==> config.mk <==
export PLATFORM = sky130hd
export DESIGN_NAME = param_register_file
export DESIGN_NICKNAME = d
export VERILOG_FILES = /design/src/rtl/regfile_pkg.sv /design/src/rtl/rf_read_port.sv /design/src/rtl/param_register_file.sv
export SDC_FILE = /design/constraint.sdc
export NUM_CORES = 1
export LEC_CHECK = 0
export CORE_MARGIN = 2
export CORE_UTILIZATION = 25
export DETAILED_ROUTE_END_ITERATION = 6
export GPL_TIMING_DRIVEN = 1
export PLACE_DENSITY = 0.38
export SLEW_MARGIN = 20
export SYNTH_ARGS = -nofsm -noshare
export SYNTH_HDL_FRONTEND = slang
export SYNTH_SLANG_ARGS = --single-unit
export TNS_END_PERCENT = 5
==> constraint.sdc <==
create_clock -name clk -period 12.49 [get_ports clk]
set_clock_uncertainty 0.1 [all_clocks]
set_input_delay 1.8735 -clock clk [delete_from_list [all_inputs] [get_ports clk]]
set_output_delay 1.8735 -clock clk [all_outputs]
set_load 0.005 [all_outputs]
==> src/rtl/regfile_pkg.sv <==
// Shared defaults and typedefs for the parameterised register file.
// Holds default widths plus data/address types sized to those defaults.
package regfile_pkg;

   localparam int DATA_W_DEF = 16;
   localparam int ADDR_W_DEF = 4;

   typedef logic [DATA_W_DEF-1:0] data_t;
   typedef logic [ADDR_W_DEF-1:0] addr_t;

endpackage

==> src/rtl/rf_read_port.sv <==
// One registered read port: address compare, bypass mux, data and valid regs.
// Ports: clk, rst, i_rd/i_addr request, i_wr/i_waddr/i_wdata write snoop,
//        i_rdata array word at i_addr, o_data/o_valid registered result.
module rf_read_port
   import regfile_pkg::*;
#(
   parameter int DATA_W   = DATA_W_DEF,
   parameter int ADDR_W   = ADDR_W_DEF,
   parameter int ZERO_REG = 0,
   parameter int BYPASS   = 1
) (
   input  logic              clk,
   input  logic              rst,
   input  logic              i_rd,
   input  logic [ADDR_W-1:0] i_addr,
   input  logic              i_wr,
   input  logic [ADDR_W-1:0] i_waddr,
   input  logic [DATA_W-1:0] i_wdata,
   input  logic [DATA_W-1:0] i_rdata,
   output logic [DATA_W-1:0] o_data,
   output logic              o_valid
);

   logic              w_zero;
   logic              w_fwd;
   logic [DATA_W-1:0] w_next;
   logic [DATA_W-1:0] r_data;
   logic              r_valid;

   // Register 0 reads as zero and is never forwarded when hard-wired.
   assign w_zero = (ZERO_REG != 0) && (i_addr == '0);
   assign w_fwd  = (BYPASS != 0) && i_wr
                && (i_waddr == i_addr) && !w_zero;

   always_comb begin
      w_next = i_rdata;
      if (w_zero)
         w_next = '0;
      else if (w_fwd)
         w_next = i_wdata;
   end

   always_ff @(posedge clk or posedge rst) begin
      if (rst) begin
         r_data  <= '0;
         r_valid <= 1'b0;
      end else begin
         r_valid <= i_rd;
         if (i_rd)
            r_data <= w_next;
      end
   end

   assign o_data  = r_data;
   assign o_valid = r_valid;

endmodule

==> src/rtl/param_register_file.sv <==
// Parameterised register file, one write port and two registered read ports.
// Ports: clk, rst, W_wr/W_addr/W_data write, Rp_*/Rq_* read request,
//        Rp_data1/Rq_data2 read data, Rp_valid/Rq_valid one-cycle strobes.
module param_register_file
   import regfile_pkg::*;
#(
   parameter int DATA_W   = DATA_W_DEF,
   parameter int ADDR_W   = ADDR_W_DEF,
   parameter int ZERO_REG = 0,
   parameter int BYPASS   = 1
) (
   input  logic              clk,
   input  logic              rst,
   input  logic              W_wr,
   input  logic [ADDR_W-1:0] W_addr,
   input  logic [DATA_W-1:0] W_data,
   input  logic              Rp_rd,
   input  logic              Rq_rd,
   input  logic [ADDR_W-1:0] Rp_addr1,
   input  logic [ADDR_W-1:0] Rq_addr2,
   output logic [DATA_W-1:0] Rp_data1,
   output logic [DATA_W-1:0] Rq_data2,
   output logic              Rp_valid,
   output logic              Rq_valid
);

   localparam int DEPTH = 2 ** ADDR_W;

   logic [DATA_W-1:0] r_mem [DEPTH];
   logic              w_we;

   // Writes to a hard-wired register 0 are dropped.
   assign w_we = W_wr && !((ZERO_REG != 0) && (W_addr == '0));

   always_ff @(posedge clk or posedge rst) begin
      if (rst) begin
         for (int i = 0; i < DEPTH; i++)
            r_mem[i] <= '0;
      end else if (w_we) begin
         r_mem[W_addr] <= W_data;
      end
   end

   rf_read_port #(
      .DATA_W   (DATA_W),
      .ADDR_W   (ADDR_W),
      .ZERO_REG (ZERO_REG),
      .BYPASS   (BYPASS)
   ) u_port_p (
      .clk     (clk),
      .rst     (rst),
      .i_rd    (Rp_rd),
      .i_addr  (Rp_addr1),
      .i_wr    (W_wr),
      .i_waddr (W_addr),
      .i_wdata (W_data),
      .i_rdata (r_mem[Rp_addr1]),
      .o_data  (Rp_data1),
      .o_valid (Rp_valid)
   );

   rf_read_port #(
      .DATA_W   (DATA_W),
      .ADDR_W   (ADDR_W),
      .ZERO_REG (ZERO_REG),
      .BYPASS   (BYPASS)
   ) u_port_q (
      .clk     (clk),
      .rst     (rst),
      .i_rd    (Rq_rd),
      .i_addr  (Rq_addr2),
      .i_wr    (W_wr),
      .i_waddr (W_addr),
      .i_wdata (W_data),
      .i_rdata (r_mem[Rq_addr2]),
      .o_data  (Rq_data2),
      .o_valid (Rq_valid)
   );

endmodule
==> out/qor.csv, run 1 <==
metric,value,unit
CP Launch Type,input port,
outcome,completed,
Synth area leader,dfrtp_1,
"Setup violations, final",0,
nets,1258,
Gate Count Post-Synth,1203,
HP Start,r_mem[210],
gr usage total,17.4,%
via/cell ratio,5.11,
type of the worst setup path,in2async,
CP endpoint kind,asynchronous set/reset pin,
min Tclk post-route,4.31,ns
vias in the first global route,11200,
die area,63700,um2
most numerous cell in the Yosys netlist,dfrtp_1,
Detail Placement HPWL,32300,um
area growth from synthesis to layout,16.0,%
drt drc,0,
Worst Path Max Fanout,130,
Synthesized Nets,1236,
"Distinct cells, synth",35,
num rows,91,
"Cell Area, Synth",15400,um2
clock sinks,290,
gr ovfl total,0,
Post-CTS Resized,0,
WL/cell,26.7,um
Core ar.,61400,um2
CTS Hold Bufs,0,
worst hold path class,reg2reg,
Setup Buffers After CTS,0,
Chip Width,252,um
reg2reg start,r_mem[22],
Root Driver,clkbuf_16,
# diodes,0,
number of flops mapped to enable cells by yosys,0,
H-tree lvl count,2,
Routed Antenna Nets,0,
"non-filler cells, final",2042,
Max Slew Vio Count,0,
"CTS clk-pin slew, worst paths",0.05,ns
port bufs,66,
Routed WL,54600,um
initial core utilization,25.1,%
Synth Flop Type,dfrtp_1,
RSZ-0062 raised after global routing,no,
synth top area cells,"dfrtp_1 (47%), mux2_2 (14%), mux4_2 (9.5%)",
WP data arrival,4.79,ns
worst setup path startpoint,rst,
final setup TNS,0,ns
Async SR Flop Fraction,100,%
number of clock buffers inserted by TritonCTS,38,
Yosys reg bits,290,
worst-skew pair later-pin latency,0.56,ns
power per cell area,170,nW/um2
first-pass GRT wire length,80800,um
Die Y,252,um
DP Cell Count,1975,
routability cong.,0.732,
Worst Tran Pin Value,1.01,ns
Post-synth top cells,"dfrtp_1 (290), mux2_2 (192), nand2_1 (130)",
TritonCTS clock tree,built,
Final Cycle Share,34.5,%
Pleak,7.65,nW
post-synth top area share,47.0,%
Ports,67,
clock buffer depth,3,
Initial DRT Pass Iterations,5,
Synth Warn #,0,
pin count of the biggest net entering global routing,131,
CP Data Required Time,12.98,ns
maximum clock frequency,232,MHz
initial antenna violation count,0,
VDD IR max,66.5,uV
Rel. slew slack,32.5,%
"Seq/Total Area, Yosys",47.0,%
Final Hold Viols,0,
layout cells sized above 1,30.7,%
DR vias,10400,
First DRT Iteration DRCs,668,
max_cap viols,0,
mean post-synth cell area,12.8,um2
-- metal layers --
| metal | share of wire, % | GRT usage, % | vias up |
|---|---|---|---|
| li1 | - | - | 4573 |
| met5 | 0 | 0 | - |
| met3 | 3.6 | 2.63 | 80 |
| met4 | 3.1 | 6.27 | 0 |
| met1 | 46 | 23.5 | 5561 |
| met2 | 47 | 28.5 | 229 |
-- critical path, stage by stage --
cell and delay (ns):
clkdlybuf4s50_1 0.49, inv_8 0.66, buf_4 0.80, buf_4 0.74
-- sequential cells by signal, indices dropped and copies added, names as in the netlist --
signal	flops
r_mem	256
u_port_p.o_data	16
u_port_p.o_valid	1
u_port_q.o_data	16
u_port_q.o_valid	1
-- layout make-up --
type / instances / area (um2)
Fill cell: 6208 / 43500
Multi-Input combinational cell: 778 / 7440
Sequential cell: 290 / 7260
Clock buffer: 58 / 1200
Tap cell: 790 / 988
Timing Repair Buffer: 99 / 873
Inverter: 18 / 75.1
Clock inverter: 9 / 70.1
-- power breakdown --
part / leakage (nW) / internal [mW] / switching [mW] / total, mW
combinational: 3.43 / 0.352 / 0.256 / 0.609
clock: 0.637 / 0.680 / 0.437 / 1.12
sequential: 3.58 / 1.14 / 0.170 / 1.31
-- per-stage QoR --
step | total power [mW] | hold WS (ns) | setup slack, ns | util, % | instance area (um2)
floorplan | 1.72 | 0.355 | 2.51 | - | 15400
detailed placement | 1.94 | 0.393 | 7.49 | 27.1 | 16600
finish | 3.04 | 0.402 | 8.18 | 29.2 | 17900
CTS | 3.08 | 0.406 | 8.07 | 29.2 | 17900
global placement | 1.93 | 0.380 | 7.47 | 27.1 | 16600
global route | 3.20 | 0.431 | 7.77 | 29.2 | 17900
-- cells by family after synthesis --
logic type             share of synthesized area, %
flip-flops                                     47.0
multiplexers                                   32.9
XOR/XNOR                                      0.454
buffers and inverters                          4.91
AO/OA/AOI/OAI                                  9.49
AND/OR/NAND/NOR                                5.23
-- cells in the final DEF (no fill, tap or decap), types with 5 or more instances in the layout --
| cell type | count |
|---|---|
| dfrtp_1 | 290 |
| o21ai_0 | 126 |
| clkbuf_8 | 11 |
| inv_1 | 17 |
| clkdlybuf4s50_1 | 57 |
| mux4_1 | 27 |
| nor2_2 | 9 |
| clkbuf_16 | 41 |
| clkinv_2 | 8 |
| a41o_1 | 32 |
| nand2b_1 | 5 |
| buf_4 | 37 |
| buf_2 | 5 |
| clkbuf_1 | 6 |
| nand2_1 | 129 |
| mux2i_1 | 64 |
| a31oi_1 | 32 |
| mux2_2 | 192 |
| nor2_1 | 33 |
| a221oi_1 | 32 |
| xor2_1 | 6 |
| mux4_2 | 65 |
-- worst paths after layout --
| kind | end | depth (start not counted) | slack, ns |
|---|---|---|---|
| worst max-delay path | r_mem[241] | 4 | 8.18 |
| worst min-delay path | r_mem[210] | 2 | 0.40 |
| worst max register to register | u_port_p.o_data[6] | 4 | 10.85 |
| worst min register to register | r_mem[210] | 2 | 0.40 |
| max in group clk | u_port_q.o_data[12] | 6 | 8.33 |
| min in group asynchronous | u_port_q.o_valid | 2 | 1.83 |
Note: power is estimated with default switching activity, not from simulation.
==> run 2, diff against run 1 <==
clock period = 4.1 ns   (was 12.49 ns; I/O delays follow)
==> out/qor.csv, run 2 (synthesized netlist as in run 1, its figures left out) <==
metric,value,unit,change
gr ovfl total,0,,unchanged
r2r endpoint,u_port_p.o_data[10],,
vias in the first global route,11400,,+1.9%
Max Slew Vio Count,0,,unchanged
Routed WL,56200,um,+3.1%
VDD IR max,208,uV,+210%
WL/cell,27.3,um,+2.0%
DR vias,10700,,+2.0%
CP endpoint kind,flop,,
worst hold path class,in2reg,,
"Setup violations, final",0,,unchanged
area growth from synthesis to layout,17.8,%,
pin count of the biggest net entering global routing,69,,-47%
Core ar.,61400,um2,unchanged
H-tree lvl count,2,,unchanged
WP buf/inv,2,,-2
num rows,91,,unchanged
reg2reg path depth,4,,unchanged
Initial DRT Pass Iterations,4,,-1
max_cap viols,0,,unchanged
gr usage total,17.9,%,+0.44 points
Worst Tran Pin Value,0.883,ns,-0.129 ns
Routed Antenna Nets,0,,unchanged
initial antenna violation count,1,,+1
max FFs per register,256,,unchanged
final setup TNS,0,ns,unchanged
layout cells sized above 1,31.7,%,+1.0 points
Rel. slew slack,41.0,%,+8.5 points
power per cell area,510,nW/um2,+200%
clock sinks,290,,unchanged
maximum clock frequency,420,MHz,
port bufs,66,,unchanged
Ports,67,,unchanged
worst-skew pair later-pin latency,0.55,ns,about the same
number of clock buffers inserted by TritonCTS,37,,-2.6%
Worst Path Max Fanout,17,,-87%
CP Launch Type,input port,,
Post-Route Utilization,29.6,%,+0.44 points
setup ws final,1.72,ns,-6.46 ns
pre-CTS setup slack,1.10,ns,-6.38 ns
type of the worst setup path,in2reg,,
most frequent cells in the layout,"dfrtp_1 (290), mux2_2 (192), nand2_1 (130)",,
slowest cell delay on critical path,0.70,ns,-0.10 ns
DP Cell Count,1999,,+1.2%
CP cell instances,"clkdlybuf4s50_1, nand3b_1, or3_1, buf_4, nand2_1, o21ai_0",,
WP data arrival,2.70,ns,-2.09 ns
first-pass GRT wire length,82200,um,+1.8%
Pleak,7.79,nW,+1.8%
"non-filler cells, final",2063,,+1.0%
Root Driver,clkbuf_16,,
Die Y,252,um,unchanged
TritonCTS clock tree,built,,
Detail Placement HPWL,34600,um,+7.2%
hold-critical path endpoint,u_port_p.o_valid,,
Top reg by flops,r_mem,,
die area,63700,um2,unchanged
"commonest non-fill, non-tap cell in the layout",dfrtp_1,,
reg2reg start,r_mem[58],,
clock buffer depth,3,,unchanged
Fillers,6180,,-0.45%
initial core utilization,25.1,%,unchanged
routability cong.,0.747,,+2.1%
Chip Width,252,um,unchanged
FF-to-FF setup slack,2.48,ns,-8.37 ns
"CTS clk-pin slew, worst paths",0.06,ns,about the same
outcome,completed,,
nets,1281,,+1.8%
First DRT Iteration DRCs,671,,+0.45%
RSZ-0062 raised after global routing,no,,
Final Cycle Share,58.0,%,
CTS Hold Bufs,0,,unchanged
CP Data Required Time,4.42,ns,-8.56 ns
Final Hold Viols,0,,unchanged
Placed Area,16900,um2,+1.8%
min Tclk post-route,2.38,ns,
cell family with most CP delay,simple AND/OR/NAND/NOR gates,,
HP Start,Rp_rd,,
Final Cell Area,18200,um2,+1.5%
hold_ws,0.348,ns,-0.0546 ns
via/cell ratio,5.16,,+0.94%
hold depth,1,,-1
Tot Pwr,9.26,mW,+200%
drt drc,0,,unchanged
Setup Buffers After CTS,0,,unchanged
Post-CTS Resized,0,,unchanged
"Slowest-stage cell, CP",or3_1,,
==> run 2: layout make-up <==
cell class | instances | area (um2) | area share [%]
multi-input combinational | 778 | 7430 | 40.9
sequential | 290 | 7260 | 39.9
timing repair buffer | 123 | 1190 | 6.55
clock buffer | 51 | 1090 | 6.00
tap | 790 | 988 | 5.44
clock inverter | 12 | 146 | 0.805
inverter | 18 | 71.3 | 0.392
antenna | 1 | 2.50 | 0.0138
==> run 2: how the worst max path moves through the flow <==
stage / start / to / slack [ns] / depth (start not counted)
after floorplan: rst / r_mem[0] / -0.46 / 1
after global placement: W_addr[2] / r_mem[212] / 1.09 / 6
after detailed placement: W_addr[3] / r_mem[176] / 1.10 / 6
after CTS: W_wr / r_mem[213] / 1.69 / 6
after global routing: W_addr[2] / r_mem[223] / 1.53 / 6
final: W_addr[3] / r_mem[176] / 1.72 / 6
==> run 2: layer usage <==
metal	GRT usage [%]	up-vias	part of all wire (%)
met3	2.15	92	3.5
met5	0	-	0
met2	30.7	276	50
met1	23.3	5681	44
met4	6.04	0	2.9
li1	-	4601	-
==> run 2: power by group <==
group / internal, mW / total (mW) / switching [mW]
clock network: 2.05 / 3.37 / 1.32
logic: 1.10 / 1.90 / 0.805
registers: 3.48 / 3.99 / 0.508
total: 6.62 / 9.26 / 2.64
==> run 3, diff against run 2 <==
clock period = 2.4 ns   (was 4.1 ns; I/O delays follow)
==> out/qor.csv, run 3 (synthesized netlist as in run 1, its figures left out) <==
metric,value,unit,change
WP data arrival,1.60,ns,-1.10 ns
Sw Share,28.5,%,about the same
outcome,completed,,
WP buf/inv,1,,-1
# diodes,0,,-1
drt drc,0,,unchanged
clock buffer depth,3,,unchanged
area growth from synthesis to layout,21.8,%,
initial antenna violation count,0,,-1
initial core utilization,25.1,%,unchanged
slowest cell delay on critical path,0.56,ns,-0.14 ns
DR vias,10700,,+0.64%
first-pass GRT wire length,82000,um,-0.29%
power per cell area,844,nW/um2,+66%
Reg power frac,42.9,%,-0.2 points
vias in the first global route,11300,,-0.72%
Initial DRT Pass Iterations,5,,+1
clock sinks,290,,unchanged
worst hold path class,in2reg,,
Die Y,252,um,unchanged
Rel. slew slack,33.8,%,-7.2 points
First DRT Iteration DRCs,788,,+17%
"CTS clk-pin slew, worst paths",0.06,ns,about the same
Pleak,8.11,nW,+4.2%
worst-skew pair later-pin latency,0.56,ns,about the same
routability cong.,0.757,,+1.3%
most frequent cells in the layout,"dfrtp_1 (290), mux2_2 (192), nand2_1 (130)",,
Max Slew Vio Count,0,,unchanged
Detail Placement HPWL,36400,um,+5.0%
nets,1335,,+4.2%
clock power share,35.9,%,-0.5 points
CP cell instances,clkdlybuf4s50_1,,
Worst Tran Pin Value,0.988,ns,+0.105 ns
max_cap viols,0,,unchanged
gr usage total,17.8,%,-0.11 points
min Tclk post-route,2.06,ns,
pin count of the biggest net entering global routing,72,,+4.3%
Final Cell Area,18800,um2,+3.4%
cell family with most CP delay,buffers and inverters,,
H-tree lvl count,2,,unchanged
Tot Pwr,15.9,mW,+71%
multi-input logic area,7430,um2,unchanged
type of the worst setup path,reg2out,,
CP Data Required Time,1.94,ns,-2.48 ns
"Setup violations, final",0,,unchanged
Fillers,6098,,-1.3%
Final Cycle Share,85.8,%,
Root Driver,clkbuf_16,,
num rows,91,,unchanged
Ports,67,,unchanged
RSZ-0062 raised after global routing,no,,
max FFs per register,256,,unchanged
die area,63700,um2,unchanged
port bufs,66,,unchanged
Worst Path Max Fanout,2,,-15
P_int,11.3,mW,+71%
Placed Area,17600,um2,+3.7%
via/cell ratio,5.06,,-1.9%
FF/Latch Area,7260,um2,unchanged
Routed Antenna Nets,0,,unchanged
TritonCTS clock tree,built,,
gr ovfl total,0,,unchanged
Core ar.,61400,um2,unchanged
switching pwr,4.52,mW,+71%
Routed WL,55500,um,-1.3%
number of clock buffers inserted by TritonCTS,37,,unchanged
VDD IR max,358,uV,+72%
CP endpoint kind,output port,,
"Slowest-stage cell, CP",clkdlybuf4s50_1,,
Top reg by flops,r_mem,,
Logic pwr share,21.1,%,+0.6 points
Chip Width,252,um,unchanged
Final Hold Viols,0,,unchanged
maximum clock frequency,486,MHz,
"commonest non-fill, non-tap cell in the layout",dfrtp_1,,
WL/cell,26.2,um,-3.8%
CP Launch Type,flop,,
Post-CTS Resized,0,,unchanged
layout cells sized above 1,34.1,%,+2.5 points
Post-Route Utilization,30.6,%,+1.0 points
==> run 3: cell count changes in the layout (fill, tap and decap cells not counted) <==
cell,previous run,this run
buf_4,50,83
clkinv_4,1,0
clkinv_2,6,8
clkbuf_8,7,5
clkbuf_1,5,8
diode_2,1,0
buf_12,11,30
inv_6,2,1
dlygate4sd3_1,0,2
==> run 3: path summary, 6_finish.rpt <==
check / startpoint / to / slack, ns / cells past startpoint
max: u_port_p.o_data[9] / Rp_data1[9] / 0.34 / 1
min: Rp_addr1[2] / u_port_p.o_data[14] / 0.12 / 3
max reg2reg: r_mem[60] / u_port_p.o_data[12] / 0.78 / 4
min reg2reg: r_mem[56] / r_mem[56] / 0.39 / 2
max in group asynchronous: rst / r_mem[88] / 1.45 / 4
min in group asynchronous: rst / r_mem[138] / 0.20 / 3
==> run 3: power groups by stage <==
stage	logic, mW	registers, mW	clock network [mW]
5_1_grt	3.66	6.95	6.08
3_5_place_dp	3.37	6.87	0
4_1_cts	3.39	6.80	5.88
3_3_place_gp	3.34	6.87	0
2_1_floorplan	2.40	6.54	0
6_report	3.35	6.81	5.70
==> run 3: layout make-up <==
class,instances,area share (%)
multi-input combinational,778,39.5
sequential,290,38.6
timing repair buffer,177,9.78
clock buffer,52,5.72
tap,790,5.26
clock inverter,12,0.739
inverter,18,0.379
==> run 3: metrics by stage <==
| step | setup TNS (ns) | instances | hold WS [ns] | worst slack (ns) |
|---|---|---|---|---|
| floorplan | -553.08 | 1203 | 0.291 | -1.91 |
| global placement | 0 | 2051 | 0.380 | 0.0101 |
| detailed placement | 0 | 2051 | 0.389 | 0.0308 |
| CTS | 0 | 2117 | 0.0937 | 0.284 |
| global route | 0 | 2117 | 0.119 | 0.262 |
| finish | 0 | 2117 | 0.121 | 0.340 |
==> run 3: repair_timing <==
item,CTS,global route
endpoints found under the hold margin,2,0
setup buffers,0,0
hold buffers,2,0
setup endpoints to repair,0,0
==> run 3: routing by layer <==
metal	up-vias	routed length, um	track usage (%)	part of all wire (%)
met5	-	0	0	0
met4	0	1710	6.14	3.1
met3	77	1750	2.29	3.2
met2	238	26800	29.4	48
met1	5680	25300	24.0	45
li1	4723	-	-	-
